## config.mk

```make
export PLATFORM = sky130hd
export DESIGN_NAME = fetch_unit
export DESIGN_NICKNAME = d
export VERILOG_FILES = /design/src/rtl/fetch_unit.sv
export SDC_FILE = /design/constraint.sdc
export NUM_CORES = 1
export LEC_CHECK = 0
export CAP_MARGIN = 25
export CORE_ASPECT_RATIO = 2
export CORE_MARGIN = 3
export CORE_UTILIZATION = 44
export DETAILED_ROUTE_END_ITERATION = 7
export PLACE_DENSITY_LB_ADDON = 0.25
export SLEW_MARGIN = 15
export SYNTH_ARGS = -nofsm -noshare
export SYNTH_HDL_FRONTEND = slang
export SYNTH_SLANG_ARGS = --single-unit
```

## constraint.sdc

```tcl
create_clock -name CLK -period 1.9 [get_ports CLK]
set_input_delay 0.38 -clock CLK [delete_from_list [all_inputs] [get_ports CLK]]
set_output_delay 0.38 -clock CLK [all_outputs]
set_load 0.01 [all_outputs]
```

## src/rtl/fetch_unit.sv

```systemverilog
// -----------------------------------------------------------------------------
// fetch_unit
// Instruction fetch / program counter for the basic processor. Each cycle it
// drives the instruction memory address. It supports absolute and PC-relative
// redirects, unconditional jumps, stalls, an explicit halt, restart from HALT,
// and an optional call/return stack.
//
// Optional feature macro: FETCH_RAS_EN
//   defined   : a circular return-address stack with RAS_DEPTH entries.
//               Call pushes PC+1 and Ret pops the stack. Overflow and
//               underflow each raise Ras_err for one cycle.
//   undefined : there is no stack. Call_en behaves like Jump_en, Ret_en is
//               ignored, and Ras_err is tied to 0.
//
// Parameters:
//   PC_W       program counter width
//   START_ADDR PC after reset and after restart
//   HALT_ADDR  fetching this address with no redirect ends the program
//   RAS_DEPTH  return-address stack entries (power of 2, >= 2)
//
// Ports:
//   CLK        clock, posedge
//   Init_n     asynchronous active-low reset
//   Start      restart request (honoured only in HALT)
//   Stall      hold PC this cycle (ignored in HALT)
//   Halt_req   explicit halt
//   Branch_en  conditional branch, taken when FLAG_IN = 1
//   FLAG_IN    branch condition
//   Jump_en    unconditional jump
//   Br_mode    0: Target is absolute, 1: Target is a signed offset from PC
//   Target     redirect target or offset
//   Call_en    call (push return address, then redirect)
//   Ret_en     return (pop into PC)
//   PC         current fetch address
//   Halt       high while in HALT
//   Ras_err    one-cycle stack overflow/underflow pulse
// -----------------------------------------------------------------------------
module fetch_unit #(
  parameter int unsigned PC_W       = 10,
  parameter int unsigned START_ADDR = 0,
  parameter int unsigned HALT_ADDR  = 36,
  parameter int unsigned RAS_DEPTH  = 4
) (
  input  logic            CLK,
  input  logic            Init_n,
  input  logic            Start,
  input  logic            Stall,
  input  logic            Halt_req,
  input  logic            Branch_en,
  input  logic            FLAG_IN,
  input  logic            Jump_en,
  input  logic            Br_mode,
  input  logic [PC_W-1:0] Target,
  input  logic            Call_en,
  input  logic            Ret_en,
  output logic [PC_W-1:0] PC,
  output logic            Halt,
  output logic            Ras_err
);

  typedef enum logic {
    ST_RUN  = 1'b0,
    ST_HALT = 1'b1
  } state_e;

  localparam logic [PC_W-1:0] PC_ONE   = PC_W'(1);
  localparam logic [PC_W-1:0] PC_START = PC_W'(START_ADDR);
  localparam logic [PC_W-1:0] PC_HALT  = PC_W'(HALT_ADDR);
  // A HALT_ADDR wider than the PC can never be fetched, so the program then
  // runs (and wraps) forever.
  localparam bit HALT_IN_RANGE = ((HALT_ADDR >> PC_W) == 0);

  state_e          state_q, state_d;
  logic [PC_W-1:0] pc_q, pc_d;
  logic [PC_W-1:0] pc_inc;
  logic [PC_W-1:0] tgt;
  logic            at_halt_addr;

  assign pc_inc       = pc_q + PC_ONE;
  // In relative mode, modular addition applies the two's-complement offset.
  assign tgt          = Br_mode ? (pc_q + Target) : Target;
  assign at_halt_addr = HALT_IN_RANGE && (pc_q == PC_HALT);

`ifdef FETCH_RAS_EN
  localparam int unsigned SP_W  = $clog2(RAS_DEPTH);
  localparam int unsigned CNT_W = SP_W + 1;
  localparam logic [SP_W-1:0]  SP_ONE   = SP_W'(1);
  localparam logic [CNT_W-1:0] CNT_ONE  = CNT_W'(1);
  localparam logic [CNT_W-1:0] CNT_FULL = CNT_W'(RAS_DEPTH);

  logic [PC_W-1:0]  ras_mem [RAS_DEPTH];
  logic [SP_W-1:0]  sp_q, sp_d;
  logic [CNT_W-1:0] cnt_q, cnt_d;
  logic             ras_err_q, ras_err_d;
  logic             push, pop;
  logic             ras_empty, ras_full;
  logic [PC_W-1:0]  ras_top;

  // sp_q points at the next free slot. Once the stack is full, that slot holds
  // the oldest entry, so a push there overwrites the oldest entry.
  assign ras_empty = (cnt_q == '0);
  assign ras_full  = (cnt_q == CNT_FULL);
  assign ras_top   = ras_mem[sp_q - SP_ONE];
`endif

  always_comb begin
    state_d = state_q;
    pc_d    = pc_q;
`ifdef FETCH_RAS_EN
    push      = 1'b0;
    pop       = 1'b0;
    ras_err_d = 1'b0;
`endif
    case (state_q)
      ST_RUN: begin
        if (!Stall) begin
          if (Halt_req) begin
            state_d = ST_HALT;
`ifdef FETCH_RAS_EN
          end else if (Ret_en) begin
            // Ret takes priority over a simultaneous Call, which is dropped.
            if (ras_empty) begin
              pc_d      = pc_inc;
              ras_err_d = 1'b1;
            end else begin
              pc_d = ras_top;
              pop  = 1'b1;
            end
          end else if (Call_en) begin
            pc_d      = tgt;
            push      = 1'b1;
            ras_err_d = ras_full;
          end else if (Jump_en || (Branch_en && FLAG_IN)) begin
`else
          end else if (Call_en || Jump_en || (Branch_en && FLAG_IN)) begin
`endif
            pc_d = tgt;
          end else if (at_halt_addr) begin
            state_d = ST_HALT;
          end else begin
            pc_d = pc_inc;
          end
        end
      end
      ST_HALT: begin
        if (Start) begin
          pc_d    = PC_START;
          state_d = ST_RUN;
        end
      end
    endcase
  end

  always_ff @(posedge CLK or negedge Init_n) begin
    if (!Init_n) begin
      state_q <= ST_RUN;
      pc_q    <= PC_START;
    end else begin
      state_q <= state_d;
      pc_q    <= pc_d;
    end
  end

`ifdef FETCH_RAS_EN
  always_comb begin
    sp_d  = sp_q;
    cnt_d = cnt_q;
    if (push) begin
      sp_d = sp_q + SP_ONE;
      if (!ras_full) begin
        cnt_d = cnt_q + CNT_ONE;
      end
    end else if (pop) begin
      sp_d  = sp_q - SP_ONE;
      cnt_d = cnt_q - CNT_ONE;
    end
  end

  always_ff @(posedge CLK or negedge Init_n) begin
    if (!Init_n) begin
      sp_q      <= '0;
      cnt_q     <= '0;
      ras_err_q <= 1'b0;
    end else begin
      sp_q      <= sp_d;
      cnt_q     <= cnt_d;
      ras_err_q <= ras_err_d;
    end
  end

  // The stack contents need no reset because the count marks the valid entries.
  always_ff @(posedge CLK) begin
    if (push) begin
      ras_mem[sp_q] <= pc_inc;
    end
  end

  assign Ras_err = ras_err_q;
`else
  logic unused_ret;
  assign unused_ret = Ret_en;
  assign Ras_err    = 1'b0;
`endif

  assign PC   = pc_q;
  assign Halt = (state_q == ST_HALT);

endmodule

```

* Word-level counts from Yosys, hierarchy flattened *
Index checks and enable logic that the tools add are counted.

operators by class
  bitwise gates (word level) = 1
  equal/unequal tests = 5
  muxes and demuxes = 13
  add/sub/neg operators = 2
  reductions and logical operators = 4

operators by type and width
  cell                     count
  $mux W10                 6
  $pmux W10 S2             1
  $add A10 B1 Y10 const B  1
  $add A10 B10 Y10         1
  $eq A10 B6 Y1 const B    1
  $ne A2 B2 Y1 const B     3
  $mux W1                  5
  $reduce_and A4 Y1        1
  $ne A3 B3 Y1 const B     1
  $logic_or A1 B1 Y1       2
  $pmux W1 S2              1
  $logic_and A1 B1 Y1      1
  $not A1 Y1               1

word-level totals
  register bits = 11
  bits of input ports = 21
  output and inout bits = 12

* Longest topological paths before layout *
  depth in word-level cells = 6
  gate-level depth with buffers = 10
  gate-level depth less buffers = 10

* Worst setup path before layout *
Ideal clock, no wire load.

  path kind = flip-flop to flip-flop
  start = register pc_q[3] (netlist: PC[3])
  end = register pc_q[9] (netlist: PC[9])
  period minus slack after synthesis = 2.197 ns
  buffers on the path = 0
  path slack = -0.297 ns
  arrival time = 2.060 ns
  cell stages (with the launch flop) = 9
  cell sequence = dfrtp_1 ha_1 a21o_1 a21oi_2 a21oi_1 or3_1 and4_4 o311ai_2 o211ai_1

between the ends
  cells in the longest elaborated chain, start to end = 6
  elaborated cells between the ends (all ways) = 11
  those cells by class = 2 x add/sub; 2 x eq/ne; 6 x mux; 1 x reduce/logical

ends and longest elaborated chain
  item                                                        line     text
  start: declaration                                          74       logic [PC_W-1:0] pc_q, pc_d;
  start signal: assignment                                    160      pc_q <= pc_d;
  $add A10 B1 Y10 / $add A10 B10 Y10 (equally long branches)  79, 81
  $mux W10, on equally long branches                          138, 81
  $mux W10                                                    135      end else if (Call_en || Jump_en || (Branch_en && FLAG_IN)) begin
  $mux W10                                                    117      if (Halt_req) begin
  $mux W10                                                    116      if (!Stall) begin
  $pmux W10 S2                                                114      case (state_q)

Parallel ways exist; a longest one is shown, timed or not. The select of a mux whose other input is x is not followed.
A chain may end at the register's enable or synchronous reset.

* Final worst setup path *
  start = register pc_q[0] (netlist: PC[0])
  end = register pc_q[9] (netlist: PC[9])

Same word-level chain as after synthesis.

==> flow_summary_export.csv <==
group,metric,value,unit
outcome,outcome,"complete, but fails checks",
outcome,violations,"negative setup slack",
finish,fin_cells,257,
power,swShare,40.14,%
global_routing,grt_max_degree,17,
critical_path,r2r_start,"PC[0]",
critical_path,cp_num_buf_inv,1,
finish,nNetsFinal,263,
sta,hold_viol,0,
sta,worstMarginPinSlew,0.5523,ns
sta,finalClockSkew,0.006513,ns
global_routing,grt_overflow,0,
power,power.internal,1.128,mW
power,combinationalPowerShare,67.2,%
critical_path,path_common_cell,"a21oi_2",
logic_synthesis,synth.distinct_cells,49,
global_routing,grt_pass1_wl,7.196,mm
critical_path,end_kind,"flop",
floorplan,die_area,3508,µm²
critical_path,path_cells,"ha_2 -> buf_4 -> a21oi_2 -> nand4b_1 -> a21oi_2 -> or3_4 -> and4_4 -> o311ai_4 -> o211ai_1",
critical_path,critPathKind,"flop to flop",
clocking,cts_hold_buf,0,
clocking,cts_inserted_buffers,3,
logic_synthesis,synth_area,1231,µm²
logic_synthesis,ys_ff_latch,11,
placement,pre_cts_ws,-0.8148,ns
sta,final_max_slew_viol_count,0,
logic_synthesis,netlist.top_cell.by_area,"dfrtp_1",
placement,routabilityCongestion,0.8734,
floorplan,num_rows,26,
logic_synthesis,synth_edf_count,0,
logic_synthesis,syn_nets,185,
power,ir_drop,0.4747,mV
critical_path,rrSetupSlack,-0.28,ns
critical_path,cpPeakStageDelay,0.39,ns
routing,drc,0,
power,p_switching,0.7564,mW
clocking,cts.htree.levels,1,
logic_synthesis,synth_mux_area_share,4.065,%
finish,final_core_util,84.86,%
logic_synthesis,synthSimpleGateAreaFrac,22.76,%
floorplan,top_level_ports,33,
logic_synthesis,synth_commonest_cells,"o21ai_0, nand2_1, a21oi_1, dfrtp_1, ha_1",
logic_synthesis,synth_fa_ha_area_share,12.80,%
clocking,ctsRootBufferMaster,"clkbuf_8",
global_routing,grt_pass1_vias,1689,
sta,finalSetupViolations,10,
routing,avgRoutedWirePerCell,18.01,µm
sta,rsz0062_at_grt,"yes",
logic_synthesis,synth_top_area_share,22.36,%
sta,fin_tns_setup,-1.409,ns
flow_run,cap_viol_max_count,0,
hold_path,hp-class,"input port to asynchronous set/reset pin",
floorplan,die_h,80.81,µm
placement,io_buffers,30,
logic_synthesis,synth_xor_xnor_area_share,2.846,%
logic_synthesis,synth_sequential_area_ratio,22.36,%
finish,drive_above_1_share,40.17,%
global_routing,grt_use_total,27.31,%
clocking,path_clk_slew,0.05,ns
sta,period_share,114.8,%
critical_path,rr_endpoint,"PC[9]",
routing,ant_nets,0,
routing,vias,1598,
clocking,cts_buffer_depth,2,
critical_path,cpMaxStageDelayCell,"dfrtp_1",
logic_synthesis,synthFlopType,"dfrtp_1",
logic_synthesis,yosysMostFrequentCell,"o21ai_0",
critical_path,critPathLaunch,"PC[0]",
routing,drt-total-wl,4.629,mm
floorplan,initial_core_util,47.31,%
power,powerDensity,853.4,nW/µm²
clocking,insertion_delay,0.25,ns
routing,first_iter_violations,71,
sta,maxSlewHeadroom,63.07,%
finish,syn_to_final_growth,79.37,%
critical_path,crit_path_max_fanout,2,
placement,dp_cells,244,
logic_synthesis,async_flop_share,100.0,%
finish,fillers,145,
floorplan,dieWidth,43.41,µm
logic_synthesis,yosys_warnings,0,
logic_synthesis,synth-compound-area-share,30.39,%
sta,setup_ws,-0.2805,ns
placement,dp_hpwl,3.294,mm
power,total_power,1.885,mW
logic_synthesis,synth_area_leaders,"dfrtp_1, ha_1, o21ai_0, a21oi_1, nand2_1",
power,pwr-share-clk,13.2,%
critical_path,critPathArrivalTime,2.30,ns
critical_path,endpoint,"PC[9]",
routing,first_pass_iters,4,
routing,viasPerCell,6.218,
clocking,tritoncts,"yes",
critical_path,cp_data_required_time,2.02,ns
logic_synthesis,synth_top_family_by_area,"compound AO/OA/AOI/OAI gates",
clocking,cts.sinks,11,
sta,fmax,458.6,MHz
sta,layout_min_cycle_time,2.181,ns
critical_path,cp_top_family,"simple AND/OR/NAND/NOR gates",
critical_path,worst_r2r_path_depth,9,
logic_synthesis,netlist_instances,152,
critical_path,path_depth,9,
power,seqPwrFrac,19.6,%
critical_path,start_kind,"flop",
global_routing,antenna_found_initial,0,
finish,diodes,0,
power,leakagePower,0.9472,nW
floorplan,core_area,2603,µm²
logic_synthesis,avgSynthCellArea,8.100,µm²
## power by group through the flow
stage / sequential (mW) / clock [mW] / combinational [mW]
detailed placement: 0.355 / 0 / 1.00
finish: 0.370 / 0.248 / 1.27
global route: 0.376 / 0.257 / 1.36
floorplan: 0.409 / 0 / 0.448
global placement: 0.354 / 0 / 0.963
CTS: 0.358 / 0.254 / 1.12
## cells in the final DEF, fill, tap and decap left out, drive strengths merged, types with 2 or more instances in the layout
cell type / n
ha: 11
clkbuf: 4
and3: 6
o21ai: 16
a21oi: 14
nor2b: 3
dlygate4sd2: 5
a21o: 2
nor4: 3
nor2: 7
o31a: 2
clkdlybuf4s50: 24
nand2: 14
a31oi: 2
dfrtp: 11
inv: 8
xor2: 3
nor3: 4
a211oi: 4
mux2i: 5
buf: 47
a22o: 4
o211ai: 2
nand3: 4
## layout make-up
class / instances / area (µm²) / share of cell area [%]
well taps: 28 / 35.03 / 1.586
repair buffers: 77 / 665.6 / 30.14
inverters: 9 / 41.29 / 1.870
clock buffers: 4 / 45.04 / 2.040
flip-flops and latches: 11 / 277.8 / 12.58
multi-input cells: 128 / 1144 / 51.78
## flip-flops by register name (all words and copies together), names as in the netlist
| register | flops |
|---|---|
| Halt | 1 |
| PC | 10 |
## repair_timing
item,CTS,global route
setup endpoints to repair,10,10
resized for setup,31,36
setup buffers,8,2
pin swaps,21,19
## worst min-delay path by stage
stage                 from  endpoint  cells past startpoint
finish              Init_n      Halt                      1
global route        Init_n     PC[8]                      1
CTS                 Init_n      Halt                      1
detailed placement   PC[6]     PC[6]                      2
global placement     PC[6]     PC[6]                      2
floorplan           Init_n      Halt                      0
## cells by family after synthesis
| family | after synthesis |
|---|---|
| buffers and inverters | 13 |
| other | 1 |
| adder cells (fa/ha/maj) | 12 |
| multiplexers | 5 |
| AO/OA/AOI/OAI | 56 |
| flip-flops | 11 |
| AND/OR/NAND/NOR | 50 |
| XOR/XNOR | 4 |
## stage by stage
step	hold slack (ns)	instance area [µm²]
after detailed placement	0.6442	1851
after global routing	0.5392	2208
final	0.4885	2208
after global placement	0.6401	1851
after CTS	0.5057	2047
after floorplan	0.08441	1251
## metal layers
metal	vias up	GRT usage [%]	wire length, µm
li1	736	-	-
met1	770	25.93	1585
met2	74	51.04	2598
met3	18	3.991	264
met4	0	18.73	181
met5	-	0	0
Note: power is estimated with default switching activity, not from simulation.
